--- src/rtl/add_nibble_seq.sv ---
// Purpose: multi-cycle WIDTH-bit add/sub that reuses one 4-bit ripple slice, LS nibble first.
// Latency: start sampled at edge 0, done pulses for the cycle after edge NIBBLES (NIBBLES+1 edges).
// Backpressure: none; start is ignored while busy, and accepted in IDLE or DONE (back-to-back).

// One-bit full adder used to build the shared nibble slice.
module full_adder (
  input  logic a,
  input  logic b,
  input  logic cin,
  output logic sum,
  output logic cout
);
  assign sum  = a ^ b ^ cin;
  assign cout = (a & b) | (cin & (a ^ b));
endmodule

module add_nibble_seq #(
  parameter  int WIDTH   = 32,
  localparam int NIBBLES = WIDTH / 4,
  localparam int IW      = $clog2(NIBBLES)
) (
  input  logic             clk,
  input  logic             reset,
  input  logic             start,
  input  logic             sub,
  input  logic [WIDTH-1:0] a,
  input  logic [WIDTH-1:0] b,
  output logic             busy,
  output logic             done,
  output logic [WIDTH-1:0] s,
  output logic             cout,
  output logic             overflow
);

  typedef enum logic [1:0] {IDLE, RUN, DONE} state_t;

  state_t           state, state_nxt;
  logic [WIDTH-1:0] opa, opb;
  logic             carry;
  logic [IW-1:0]    idx;
  logic [IW+1:0]    base;
  logic             last;
  logic             accept;

  logic [3:0]       na, nb, slice_sum;
  logic [4:0]       c;
  logic             slice_cout;

  // Bit offset of the nibble currently being processed.
  assign base = {idx, 2'b00};
  assign last = (idx == IW'(NIBBLES - 1));

  assign na   = opa[base +: 4];
  assign nb   = opb[base +: 4];
  assign c[0] = carry;

  genvar i;
  generate
    for (i = 0; i < 4; i++) begin : g_slice
      full_adder u_fa (
        .a   (na[i]),
        .b   (nb[i]),
        .cin (c[i]),
        .sum (slice_sum[i]),
        .cout(c[i+1])
      );
    end
  endgenerate

  assign slice_cout = c[4];

  // Status is decoded straight from the state register, so busy and done are exclusive.
  assign busy = (state == RUN);
  assign done = (state == DONE);

  // State register.
  always_ff @(posedge clk or posedge reset) begin
    if (reset) state <= IDLE;
    else       state <= state_nxt;
  end

  // Next-state logic; a request is only honoured outside RUN.
  always_comb begin
    state_nxt = state;
    accept    = 1'b0;
    case (state)
      IDLE: begin
        if (start) begin
          accept    = 1'b1;
          state_nxt = RUN;
        end
      end
      RUN: begin
        if (last) state_nxt = DONE;
      end
      DONE: begin
        if (start) begin
          accept    = 1'b1;
          state_nxt = RUN;
        end else begin
          state_nxt = IDLE;
        end
      end
      default: state_nxt = IDLE;
    endcase
  end

  // Datapath: capture operands on accept, then fold one nibble per RUN cycle.
  // Subtraction is a + ~b + 1, so sub only shapes opb and the initial carry.
  always_ff @(posedge clk or posedge reset) begin
    if (reset) begin
      opa      <= '0;
      opb      <= '0;
      carry    <= 1'b0;
      idx      <= '0;
      s        <= '0;
      cout     <= 1'b0;
      overflow <= 1'b0;
    end else if (accept) begin
      opa      <= a;
      opb      <= sub ? ~b : b;
      carry    <= sub;
      idx      <= '0;
      s        <= '0;
      cout     <= 1'b0;
      overflow <= 1'b0;
    end else if (state == RUN) begin
      s[base +: 4] <= slice_sum;
      carry        <= slice_cout;
      idx          <= idx + 1'b1;
      if (last) begin
        cout     <= slice_cout;
        overflow <= (opa[WIDTH-1] == opb[WIDTH-1]) && (slice_sum[3] != opa[WIDTH-1]);
      end
    end
  end

endmodule

--- config.mk ---
export PLATFORM = sky130hd
export DESIGN_NAME = add_nibble_seq
export DESIGN_NICKNAME = d
export VERILOG_FILES = /design/src/rtl/add_nibble_seq.sv
export SDC_FILE = /design/constraint.sdc
export NUM_CORES = 1
export LEC_CHECK = 0
export BUFFER_PORTS_ARGS = -buffer_cell sky130_fd_sc_hd__buf_2
export CORE_UTILIZATION = 50
export DETAILED_ROUTE_END_ITERATION = 8
export PLACE_DENSITY = 0.77
export SLEW_MARGIN = 10
export SYNTH_ARGS = -nofsm -noshare
export SYNTH_HDL_FRONTEND = slang
export SYNTH_SLANG_ARGS = --single-unit
--- constraint.sdc ---
create_clock -name clk -period 3.55 [get_ports clk]
set_input_delay 0.8875 -clock clk [delete_from_list [all_inputs] [get_ports clk]]
set_output_delay 0.8875 -clock clk [all_outputs]
set_load 0.02 [all_outputs]
Word-level counts from Yosys, hierarchy flattened:

Index checks and enable logic that the tools add are counted.

* memories: 0
* register bits after elaboration: 104
* latch bits: 0
* bits in writable memories: 0
* output and inout bits: 36
* logic and storage cells: 69
* input port bits: 68
* bits in read-only memories: 0

* magnitude comparators: 0
* shift operators: 4
* multipliers: 0
* bitwise operators: 21
* reductions and logical operators: 7
* mux-type cells: 20
* divide/modulo/power cells: 0
* $add $sub $neg: 2
* eq/ne operators: 7

Operators with widths (count)
* $mux 32: 3
* $shiftx 32x6->4: 2
* $bwmux 32: 1
* $not 32->32: 1
* $shift 4x7->32 const A: 1
* $shiftx 4x7->32: 1
* $mux 1: 11
* $and 1x1->1: 8
* $xor 1x1->1: 8
* $neg 5->7: 1
* $mux 3: 2
* $pmux 2 s3: 1
* $mux 2: 2
* $or 1x1->1: 4
* $reduce_and 2->1: 2
* $reduce_bool 2->1: 2
* $add 3x1->3 const B: 1
* $eq 3x3->1 const B: 1
* $eq 2x1->1 const B: 1
* $eq 2x2->1 const B: 1
* $logic_not 2->1: 1
* $ne 2x1->1 const B: 1
* $ne 2x2->1 const B: 1
* $reduce_or 2->1: 1
* 3 further kinds: 3

Longest topological paths before layout:

Gate-level depths: netlist of the first run.

* depth in word-level cells: 14
* depth in mapped cells: 13
* gate-level depth less buffers: 11

By module:

Synthesis of the first run repeated with hierarchy kept, for this count alone.

* cell total of the unflattened synthesis: 509
* area total of the unflattened synthesis: 5255.0 µm²

By module, submodules not included
* add_nibble_seq: times used 1, seq. area each 2602.5 µm², cells each 505, area an instance 5175.0 µm²
* full_adder: times used 4, seq. area each 0.0 µm², cells each 1, area an instance 20.0 µm²

Worst setup path after synthesis of the first run:

No wires, ideal clock.

* path kind: register to register
* from: register idx[1]
* to: register s[15]
* period minus slack after synthesis: 3.625 ns
* stages on the path, launching flop included: 12
* buffers on the path: 1
* setup time: 0.079 ns
* slack: -0.075 ns
* data required time: 3.471 ns
* arrival: 3.546 ns
* path through: dfrtp_1 -> clkbuf_1 -> mux4_2 -> mux2i_1 -> fa_1 -> inv_1 -> fa_1 -> inv_1 -> fa_1 -> fa_1 -> or4_1 -> mux2i_1

* longest elaborated chain between the ends: 13
* elaborated cells on any way between the ends: 25
* those cells by class: 1 x add/sub; 4 x shift; 3 x mux; 17 x bitwise

RTL lines
* from (decl): line 40 `logic [IW-1:0] idx;`
* from (signal assigned): line 130 `idx <= idx + 1'b1;`
* $shiftx 32x6->4 (on tied branches): line 53, 54
* $xor 1x1->1: line 13, 14
* $and 1x1->1: line 14 `assign cout = (a & b) | (cin & (a ^ b));`
* $or 1x1->1: line 14
* $and 1x1->1: line 14
* $or 1x1->1: line 14
* $and 1x1->1: line 14
* $or 1x1->1: line 14
* $xor 1x1->1: line 13 `assign sum = a ^ b ^ cin;`
* $shiftx 4x7->32: line 128 `s[base +: 4] <= slice_sum;`
* $bwmux 32 *: line 128
* $mux 32 *: line 127 `end else if (state == RUN) begin`
* $mux 32 *: line 119 `end else if (accept) begin`
* to (signal, indexed assignment): line 128
* to (decl): line 30 `output logic [WIDTH-1:0] s,`

Every way passes the cells marked *; elsewhere a longest branch is shown, timed or not. The select of a mux whose other input is x is not followed.
A chain may end at the register's enable or synchronous reset.

Final worst setup path of the first run:

* from: register idx[1]
* to: register s[31]

Same word-level chain as after synthesis.

==> results summary, run 1 <==
The startpoint of the worst setup timing path is idx[1]. The number of synthesis warnings is 0. The number of nets in the synthesized netlist is roughly 570. The congestion estimate from routability-driven global placement came to 0.786.

The arrival time at the worst endpoint came out at approximately 3.7 ns. The static leakage power is 3.02 nW. The area growth from synthesis to layout came out at 17.5%.

The maximum vdd ir drop is ~380 uV. In this run the remaining antenna-violating nets after routing total 0. By instance count, the cell type seen most on the critical path is sky130_fd_sc_hd__fa_1.

Dividing total power by cell area gives a power density of 972 mW/mm^2. The final worst-path cycle share came out at roughly 96%. Synthesis produced ~490 cells. The total area inside the core boundary comes to around 0.0098 mm^2. The worst pin sits at a relative slew slack of about two fifths. The average instance area after synthesis is around 10 um^2.

The global-route track usage on met3 is under 10%. The global-route track usage on met2 came out at a little over a third. The largest delay contributor family on the critical path is adder cells. The number of antenna diodes in the final layout is 0. Along the worst path, the maximum fanout reaches 8. In this run the most critical hold path is launched from opa[17]. The layer flagged by global routing as most heavily used is met2. Static timing analysis puts the maximum clock frequency at just under 300 MHz. The number of buffers inserted by port buffering came out at 103. Setup violations remaining at the end of the flow were counted as 0. The setup skew after layout came out at a little under 0.01 ns. The path class of the lowest-slack min-delay path is flip-flop to flip-flop. TritonCTS built the clock tree.

Once the clock tree was built, the setup fixing pass inserted 0 buffers. The height of the chip is around 100 um. The launch point of the worst reg-to-reg path is idx[1]. The TritonCTS sink count came out at approximately 100. The number of cells in the design after placement came out at roughly 700.

The number of cells in the finished layout apart from fillers is between 700 and 800. The count of flip-flops with a built-in enable after synthesis came out at 0. The sequential fraction of the synthesis area is about half. The number of filler cells placed in the layout came out at around 880. On the worst path, the slowest cell contributes a delay of 0.55 ns. The total number of placement rows came out at 36. STA classifies the critical path startpoint as a flip-flop.

The total iterations of the first detailed-routing run is 6. Among all stages on the critical path, the largest delay is contributed by sky130_fd_sc_hd__mux4_2. The total CTS buffers came out at 9. Walking the worst path, the cells encountered are buf_6 -> mux4_2 -> mux2i_4 -> fa_1 -> inv_1 -> fa_1 -> inv_1 -> fa_1 -> fa_1 -> or4_1 -> mux2i_1. For this run, the post-layout net count is ~670. The global route total overflow is 0. Hold repair after CTS inserted 0 buffers. The number of antenna violations at the first check in global routing is 0. The count of boundary I/O pins came out at ~100. In the routed layout, each cell is associated on average with a via count of ~5.2. The average detailed-routed wire length per instance came out at 15.0 um.

Clock-pin slew was measured on the worst setup and hold paths at 0.09 ns. The number of buffers between clock root and the deepest sink came out at 2. The overall routed net length came out at roughly 11000 um. The floorplan step set the die width to 103 um. The logic depth of the worst path, buffers included came out at 11. The die covers between 0.01 and 0.015 mm^2.

The critical path contains buffers and inverters numbering 3 combined. The met1 track demand over resource is 31.7%. In the routed design, unresolved DRC markers number 0.

The root buffer cell is sky130_fd_sc_hd__clkbuf_8. The initial core utilization is a little over 50%. The run finished with clean final reports.

The max-slew violation count came out at 0. The library cell used most frequently in the layout, excluding fill and tap cells, is sky130_fd_sc_hd__nand2_1. The post-synthesis register bit count is 104. The count of different cell masters after synthesis came out at 33.

The most used flip-flop cell after synthesis is sky130_fd_sc_hd__dfrtp_1. The count of H-tree levels built during CTS is 3. The library cells used most frequently in the layout, excluding fill and tap cells, are sky130_fd_sc_hd__nand2_1 (169), sky130_fd_sc_hd__dfrtp_1 (104), sky130_fd_sc_hd__buf_2 (103), sky130_fd_sc_hd__mux2i_1 (37), sky130_fd_sc_hd__o21ai_0 (34).

The detailed placer's ending HPWL came out at 7960 um. The worst setup path is of the flip-flop to flip-flop kind. The measured slew at the worst slew-check pin came out at approximately 0.88 ns.

The number of failing hold endpoints at the final stage is 0. The number of cells on the worst reg-to-reg path is 11. The clock latency on the worst-skew pair is 0.36 ns. The fraction of synthesis flops using an asynchronous set or reset pin is 100%. The max-cap violation count is 0. The required time of the critical path came out at between 3 and 4 ns. The cell count of the worst hold path came out at 2. The detailed router placed roughly 3800 vias in this run. The final critical path time including I/O delays and setup came out at about 3.4 ns.

Summing every instance area after synthesis gives roughly 0.0051 mm^2. The global router's overall resource usage is 22.2%. Entering global routing, the biggest net connects a little under 90 pins.

Power comes to between 5 and 6 mW. The violation count after the first detailed-routing iteration came out at 172. The first-pass GRT wire length is 18100 um.

Cells with a size suffix above 1 make up between 20% and 30% of the layout. The via count of the first global-routing pass came out at between 3000 and 4000. The worst setup path is captured at a flip-flop.
Yosys cell counts (5+ instances only):
cell type,number,area (um^2)
sky130_fd_sc_hd__nand2_1,169,634
sky130_fd_sc_hd__dfrtp_1,104,2600
sky130_fd_sc_hd__mux2i_1,38,380
sky130_fd_sc_hd__o21ai_0,34,170
sky130_fd_sc_hd__xnor2_1,32,280
sky130_fd_sc_hd__clkbuf_1,22,82.6
sky130_fd_sc_hd__mux4_2,16,360
sky130_fd_sc_hd__inv_1,8,30.0
sky130_fd_sc_hd__buf_1,7,26.3
sky130_fd_sc_hd__ha_1,7,87.6
sky130_fd_sc_hd__nor2_1,6,22.5
sky130_fd_sc_hd__nand4_1,5,31.3
sky130_fd_sc_hd__nor3_1,5,25.0
power by group:
group | total, mW | internal [mW] | switching [mW] | leakage (nW)
registers | 2.04 | 1.71 | 0.334 | 1.34
logic | 2.99 | 1.28 | 1.72 | 1.59
clock network | 0.781 | 0.394 | 0.387 | 0.0946
total | 5.82 | 3.38 | 2.44 | 3.02
logic make-up after synthesis:
kind of cell | count (synthesis) | synth area share (%)
AOI/OAI and AO/OA | 41 | 4.37
and+or+nand+nor | 209 | 17.7
DFF | 104 | 51.1
adders and majority gates | 11 | 3.29
muxes | 54 | 14.5
xor gates and xnor gates | 32 | 5.51
buffers and inverters | 42 | 3.42
timing repair:
item	CTS	global route
endpoints found under the setup margin	0	3
endpoints found under the hold margin	0	0
resized for setup	0	6
worst paths after layout:
kind                       endpoint  slack (ns)
setup / recovery              s[31]        0.16
min in group asynchronous      s[4]        0.60
hold reg to reg             opa[17]        0.48
setup reg to reg              s[31]        0.16
max in group asynchronous    idx[2]        2.18
hold / removal              opa[17]        0.48
per-stage QoR:
stage / worst slack, ns / area, um^2 / TNS [ns] / utilization (%) / hold slack (ns)
floorplan: 0.0792 / 5100 / 0 / - / 0.440
global placement: 0.278 / 5750 / 0 / 58.5 / 0.459
detailed placement: 0.155 / 5750 / 0 / 58.5 / 0.457
CTS: 0.131 / 5960 / 0 / 60.7 / 0.480
global route: -0.00863 / 5980 / -0.0138 / 60.9 / 0.500
finish: 0.156 / 5980 / 0 / 60.9 / 0.479
flip-flops by register name (all words and copies together), names as in the netlist:
register  cells
carry         1
idx           3
opb          32
cout          1
state         2
s            32
opa          32
overflow      1
worst reg2reg max path, cell delays in order, from the launching register on:
cell                      delay (ns)
sky130_fd_sc_hd__dfrtp_1        0.43
sky130_fd_sc_hd__buf_6          0.19
sky130_fd_sc_hd__mux4_2         0.55
sky130_fd_sc_hd__mux2i_4        0.17
sky130_fd_sc_hd__fa_1           0.19
sky130_fd_sc_hd__inv_1          0.05
sky130_fd_sc_hd__fa_1           0.37
sky130_fd_sc_hd__inv_1          0.08
sky130_fd_sc_hd__fa_1           0.18
sky130_fd_sc_hd__fa_1           0.42
sky130_fd_sc_hd__or4_1          0.53
sky130_fd_sc_hd__mux2i_1        0.16
cell type report:
type	instances	area, um^2	area share, %
inverters	10	41.3	0.690
clock buffers	10	128	2.13
clock inverters	5	82.6	1.38
repair buffers	114	627	10.5
flip-flops and latches	104	2600	43.5
well taps	133	166	2.78
multi-input cells	347	2340	39.1
layer usage:
metal	wire length [um]	vias to the layer above
met5	0	-
met4	115	0
met1	4900	1801
met3	631	15
met2	5200	144
li1	-	1822
(Power assumes the default switching activity.)
==> run 2, diff against run 1 <==
--- a/config.mk
+++ b/config.mk
@@ -6,9 +6,10 @@
 export NUM_CORES = 1
 export LEC_CHECK = 0
 export BUFFER_PORTS_ARGS = -buffer_cell sky130_fd_sc_hd__buf_2
-export CORE_UTILIZATION = 50
+export CAP_MARGIN = 0
+export CORE_UTILIZATION = 45
 export DETAILED_ROUTE_END_ITERATION = 8
-export PLACE_DENSITY = 0.77
+export PLACE_DENSITY = 0.7
 export SLEW_MARGIN = 10
 export SYNTH_ARGS = -nofsm -noshare
 export SYNTH_HDL_FRONTEND = slang
==> results summary, run 2 (synthesis gave the netlist of run 1 again) <==
The startpoint identified for the worst hold timing path is opa[12]. In this run the worst setup path begins at idx[1]. The global router's overall resource usage came to 20.4% (-1.9 points). The arrival time at the worst endpoint is 3.58 ns (-0.09 ns).

The detailed placer's ending HPWL is 8220 um (+3.3%). The setup violation total in the final timing report came out at 0 (unchanged). The commonest non-fill, non-tap cell in the layout is sky130_fd_sc_hd__nand2_1.

The global-route track usage on met2 came out at 32.3% (-3.6 points). The startpoint identified for the worst register-to-register timing path is idx[1]. The detail-routed via count per cell came out at 5.09 (-2.7%). The largest net degree at the start of global routing is 69 (-21%). The startpoint class of the critical path is a flip-flop. STA classifies the critical path endpoint as a flip-flop. The clock latency on the worst-skew pair came out at 0.34 ns (-0.02 ns).

The required time of the critical path was 3.81 ns (about the same). The number of buffers between clock root and the deepest sink came out at 2 (unchanged). The number of instances resized during post-cts repair came out at 0 (unchanged).

The internal reg-to-reg setup slack came out at 0.23 ns (+0.07 ns). The first-pass GRT wire length is 18400 um (+2.0%). The max-slew violation count came out at 0 (unchanged). The full die area came out at 0.0117 mm^2 (+11%). The met1 track demand over resource came to 29.1% (-2.7 points). The number of vias in the routed layout was 3730 (-1.4%). The static leakage power came out at 3.07 nW (+1.9%).

The final worst-path cycle share is 93.6% (-2.0 points). The setup skew after layout is 0.00922 ns (-0.000582 ns). The relative slew slack is 31.3% (-9.6 points). The worst setup slack before clock tree synthesis is 0.202 ns (+0.0470 ns). The largest registers in the layout are opa (32), opb (32), s (32). The total iterations of the first detailed-routing run is 4 (-2). The largest individual stage delay along the critical path comes from the cell sky130_fd_sc_hd__mux4_2. The total chip power is 6.03 mW (+3.6%).

The count of H-tree levels built during CTS came out at 3 (unchanged). In this run the most used layer during global routing was met2. The initial core utilization came out at 46.6% (-5.3 points). The DRC violation count after routing was 0 (unchanged).

Following the worst setup path forward leads to its endpoint at s[31]. The critical-path maximum fanout came out at 7 (-1). The global-route track usage on met3 came out at 2.95% (-0.84 points).

The horizontal extent of the die is 108 um (+5.3%). The number of antenna violations at the first check in global routing is 0 (unchanged). The post-CTS clock slew at the launch and capture registers of the worst setup and hold paths came to 0.07 ns (-0.02 ns). The run finished with clean final reports. Setup repair after global routing left no endpoint under its margin. The number of failing hold endpoints at the final stage is 0 (unchanged). The average detailed-routed wire length per instance came to 15.0 um (-0.25%). The number of filler cells placed in the layout was 961 (+9.6%). The number of buffers inserted by hold repair at cts came out at 0 (unchanged). The area growth from synthesis to layout is 19.6%. The remaining antenna violation count after routing came out at 0 (unchanged). The setup fix buffers added after clock tree synthesis is 0 (unchanged). The via count of the first global-routing pass is 3796 (+1.1%). The final estimated routing congestion in global placement is 0.780 (-0.86%).

The height of the chip is 108 um (+5.3%). In this run the clock root is driven by a sky130_fd_sc_hd__clkbuf_16. The TritonCTS sink count came out at 104 (unchanged). The final critical path time including I/O delays and setup came out at 3.32 ns (-0.0724 ns). The endpoint identified for the worst register-to-register timing path is s[31]. The share of cells above drive strength 1 is 26.1% (+0.21 points).

The library cells used most frequently in the layout, excluding fill and tap cells, are sky130_fd_sc_hd__nand2_1 (169), sky130_fd_sc_hd__dfrtp_1 (104), sky130_fd_sc_hd__buf_2 (103), sky130_fd_sc_hd__mux2i_1 (38), sky130_fd_sc_hd__o21ai_0 (34). The maximum vdd ir drop came out at 508 uV (+33%). The TritonCTS clock tree is built. The number of buffers inserted by port buffering is 103 (unchanged). The measured slew at the worst slew-check pin came out at 1.03 ns (+0.148 ns). The antenna diode count is 0 (unchanged). The worst hold slack across all endpoints was 0.480 ns (+0.00142 ns). The category of the most critical setup path is flip-flop to flip-flop. The ratio of total power to cell area came out at 990 mW/mm^2 (+1.9%). The total CTS buffers is 9 (unchanged).

The violation count after the first detailed-routing iteration is 171 (-0.58%). In this run the worst hold path is classified as flip-flop to flip-flop. The final worst-path setup slack came to 0.229 ns (+0.0724 ns).

The summed negative setup slack over all endpoints came out at 0 ns (unchanged). The core region area is 0.0109 mm^2 (+11%). The max-cap violation count came out at 0 (unchanged).

The worst reg2reg path depth is 10 (-1). The overall routed net length is 11000 um (+1.1%). The count of boundary I/O pins came to 104 (unchanged).

The longest individual stage delay on the worst path is 0.55 ns (about the same). The number of nets in the finished design is 668 (+0.45%). In this design, the critical path's most frequently occurring cell is sky130_fd_sc_hd__fa_1. The global route total overflow came out at 0 (unchanged). The maximum clock frequency is 301 MHz (+2.2%). The final cell utilization of the core came to 55.7% (-5.3 points).

The signal on the critical path passes through mux4_2 -> mux2i_1 -> fa_1 -> inv_1 -> fa_1 -> inv_1 -> fa_1 -> fa_1 -> or4_1 -> mux2i_1. The total number of placement rows came to 38 (+5.6%).
-- run 2: cell count changes in the layout (fill, tap and decap cells not counted), sizes merged --
cell / change
buf: +3
-- run 2: worst max-delay path, delay by kind of cell (launching register included) --
family	cells	cell delay (ns)
adder cells (fa/ha/maj)	4	1.16
buffers and inverters	2	0.13
flip-flops	1	0.53
multiplexers	3	0.89
AND/OR/NAND/NOR	1	0.53
-- run 2: cell type report --
cell class | instances | area, um^2 | share of cell area, %
sequential | 104 | 2600 | 42.7
multi-input combinational | 347 | 2320 | 38.2
timing repair buffer | 117 | 633 | 10.4
clock buffer | 10 | 229 | 3.76
tap | 140 | 175 | 2.88
clock inverter | 5 | 82.6 | 1.36
inverter | 10 | 41.3 | 0.678
-- run 2: per-stage QoR --
stage          cell area, um^2  instances
2_1_floorplan             5100        493
3_3_place_gp              5780        718
3_5_place_dp              5780        718
4_1_cts                   6090        733
5_1_grt                   6090        733
6_report                  6090        733
-- run 2: routing by layer --
metal | vias up | routed length, um
met4 | 0 | 161
met3 | 16 | 504
li1 | 1824 | -
met1 | 1788 | 5170
met2 | 102 | 5130
met5 | - | 0
-- run 2: how the worst min path moves through the flow --
stage,endpoint,cells after the start
global route,opa[27],2
floorplan,opa[16],2
finish,opa[12],2
global placement,opa[7],2
detailed placement,opa[27],2
CTS,opa[4],2
-- run 2: report_power, final --
part	internal, mW	leakage [nW]	switching [mW]
logic	1.25	1.60	1.67
registers	1.71	1.34	0.346
clock network	0.615	0.141	0.434
total	3.58	3.07	2.45
==> run 3, diff against run 2 <==
==> constraint.sdc (replaced) <==
create_clock -name clk -period 3 [get_ports clk]
set_input_delay 0.75 -clock clk [delete_from_list [all_inputs] [get_ports clk]]
set_output_delay 0.75 -clock clk [all_outputs]
set_load 0.02 [all_outputs]
==> results summary, run 3 (synthesis gave the netlist of run 1 again) <==
The maximum clock frequency is 313 MHz (+4.0%). The via count of the first global-routing pass came to 3893 (+2.6%). The number of cells in the finished layout apart from fillers came out at 741 (+1.1%). The violation count after the first detailed-routing iteration is 220 (+29%). The final critical path time including I/O delays and setup is 3.19 ns (-0.128 ns). The area growth from synthesis to layout came out at 21.9%. The final cell utilization of the core is 56.8% (+1.1 points). The critical-path maximum fanout came out at 7 (unchanged). The final worst-path cycle share is 106% (+13 points). The static leakage power came out at 3.12 nW (+1.5%). In the layout the commonest cells are sky130_fd_sc_hd__nand2_1 (169), sky130_fd_sc_hd__dfrtp_1 (103), sky130_fd_sc_hd__buf_2 (103), sky130_fd_sc_hd__mux2i_1 (36), sky130_fd_sc_hd__o21ai_0 (34). The remaining antenna violation count after routing was 0 (unchanged). The maximum vdd ir drop is 693 uV (+36%). In the final layout, the registers with the most flip-flops are opa (32), opb (32), s (32). The ratio of total power to cell area was 1260 mW/mm^2 (+27%). The share of cells above drive strength 1 came to 30.0% (+3.8 points). The relative slew slack came out at 40.9% (+9.6 points).

The setup violation total in the final timing report was 8 (+8). The total number of placement rows is 38 (unchanged). The commonest non-fill, non-tap cell in the layout is sky130_fd_sc_hd__nand2_1. The critical path ends at s[31].

The core region area is 0.0109 mm^2 (unchanged). The average detailed-routed wire length per instance came out at 15.4 um (+3.0%). The flow ran to the end, but the final reports show violations.

The height of the chip came out at 108 um (unchanged). The final estimated routing congestion in global placement is 0.817 (+4.8%). STA classifies the critical path endpoint as a flip-flop. The final worst-path setup slack was -0.194 ns (-0.422 ns). Traced cell by cell, the critical path runs through mux4_2 -> mux2i_1 -> fa_2 -> inv_2 -> fa_2 -> inv_2 -> fa_2 -> fa_2 -> or4_4 -> mux2i_1.

Setup repair after global routing could not meet its margin everywhere. The detail-routed via count per cell is 5.17 (+1.6%). The path class of the tightest hold or removal check is flip-flop to flip-flop. The max-cap violation count is 0 (unchanged). The clock latency on the worst-skew pair came out at 0.35 ns (about the same). The longest individual stage delay on the worst path came to 0.55 ns (about the same). In this run the critical register-to-register path is captured at s[31].

The max-slew violation count is 0 (unchanged). The count of H-tree levels built during CTS came out at 3 (unchanged). The largest individual stage delay along the critical path comes from the cell sky130_fd_sc_hd__mux4_2. The worst reg2reg path depth is 10 (unchanged). The number of buffers inserted by port buffering came out at 103 (unchanged). The total CTS buffers came out at 9 (unchanged). The overall routed net length came to 11400 um (+4.1%). The setup skew after layout came to 0.00781 ns (-0.00141 ns). The post-CTS clock slew at the launch and capture registers of the worst setup and hold paths came out at 0.07 ns (about the same). The number of buffers inserted by hold repair at cts is 0 (unchanged). The antenna diode count is 0 (unchanged). The TritonCTS sink count is 104 (unchanged).

The worst setup slack before clock tree synthesis is -0.333 ns (-0.535 ns). The measured slew at the worst slew-check pin is 0.880 ns (-0.148 ns). The final reports fail on setup timing. The global router's overall resource usage is 21.1% (+0.78 points). The global route total overflow came out at 0 (unchanged). The detailed placer's ending HPWL is 8350 um (+1.6%). The total iterations of the first detailed-routing run is 4 (unchanged). The number of antenna violations at the first check in global routing is 0 (unchanged). Tracing the worst setup path back leads to its startpoint at idx[1].

The largest net degree at the start of global routing came out at 71 (+2.9%). The number of nets in the finished design was 675 (+1.0%). In this run the critical register-to-register path is launched from idx[1]. The number of cells in the design after placement came out at 723 (+0.70%). The worst setup path is of the flip-flop to flip-flop kind.

The number of failing hold endpoints at the final stage is 0 (unchanged). TritonCTS built the clock tree. The full die area was 0.0117 mm^2 (unchanged). The required time of the critical path is 3.28 ns (-0.53 ns).

The cell that appears most often on the critical path is sky130_fd_sc_hd__fa_2. STA classifies the critical path startpoint as a flip-flop. The initial core utilization is 46.6% (unchanged). The worst hold slack across all endpoints was 0.477 ns (-0.00363 ns). The number of vias in the routed layout came out at 3830 (+2.7%). The DRC violation count after routing came out at 0 (unchanged).

The arrival time at the worst endpoint is 3.47 ns (-0.11 ns). The first-pass GRT wire length came to 18900 um (+2.7%). The number of buffers between clock root and the deepest sink came out at 2 (unchanged). The internal reg-to-reg setup slack came out at -0.19 ns (-0.42 ns). The root buffer cell is sky130_fd_sc_hd__clkbuf_16.

The count of boundary I/O pins came out at 104 (unchanged). The horizontal extent of the die came out at 108 um (unchanged).
run 3: critical path: cells and delay by family (launching register included):
kind	cells	cell delay (ns)
adder cells (fa/ha/maj)	4	1.22
buffers and inverters	2	0.10
flip-flops	1	0.48
multiplexers	3	0.88
AND/OR/NAND/NOR	1	0.44
run 3: where the power goes:
group          total [mW]  internal [mW]  switching (mW)
Combinational        4.19           1.97            2.23
Sequential           2.42           2.03           0.396
Clock                1.17          0.647           0.528
run 3: through the flow:
step | TNS, ns | instance area [um^2] | total power, mW
3_3_place_gp | -1.50 | 5830 | 6.01
5_1_grt | -2.48 | 6210 | 8.31
4_1_cts | -1.10 | 6150 | 7.46
3_5_place_dp | -2.95 | 5830 | 6.13
6_report | -0.992 | 6210 | 7.79
2_1_floorplan | -0.804 | 5120 | 4.88
run 3: worst min path at each step:
| stage | cells after the start | slack [ns] | end | start |
|---|---|---|---|---|
| 2_1_floorplan | 2 | 0.44 | opa[16] | opa[16] |
| 3_3_place_gp | 2 | 0.46 | opa[7] | opa[7] |
| 3_5_place_dp | 2 | 0.46 | opa[29] | opa[29] |
| 4_1_cts | 2 | 0.48 | opa[29] | opa[29] |
| 5_1_grt | 2 | 0.51 | opa[2] | opa[2] |
| 6_report | 2 | 0.48 | opa[29] | opa[29] |
run 3: what timing repair did:
item / 4_1_cts / 5_1_grt
setup buffers: 0 / 2
setup endpoints to repair: 15 / 15
pin swaps: 2 / 1
resized for setup: 11 / 10
run 3: area by class of cell:
| type | count | area [um^2] |
|---|---|---|
| multi-input cells | 347 | 2380 |
| clock buffers | 9 | 225 |
| repair buffers | 124 | 709 |
| well taps | 140 | 175 |
| inverters | 10 | 41.3 |
| clock inverters | 7 | 72.6 |
| flip-flops and latches | 104 | 2600 |
| fillers | 974 | 4730 |
run 3: routing by layer:
metal,track usage (%),vias to the layer above,wire [um]
met1,28.3,1854,5250
met2,34.6,114,5470
met4,9.17,0,209
met5,0,-,0
li1,-,1843,-
met3,2.71,19,492
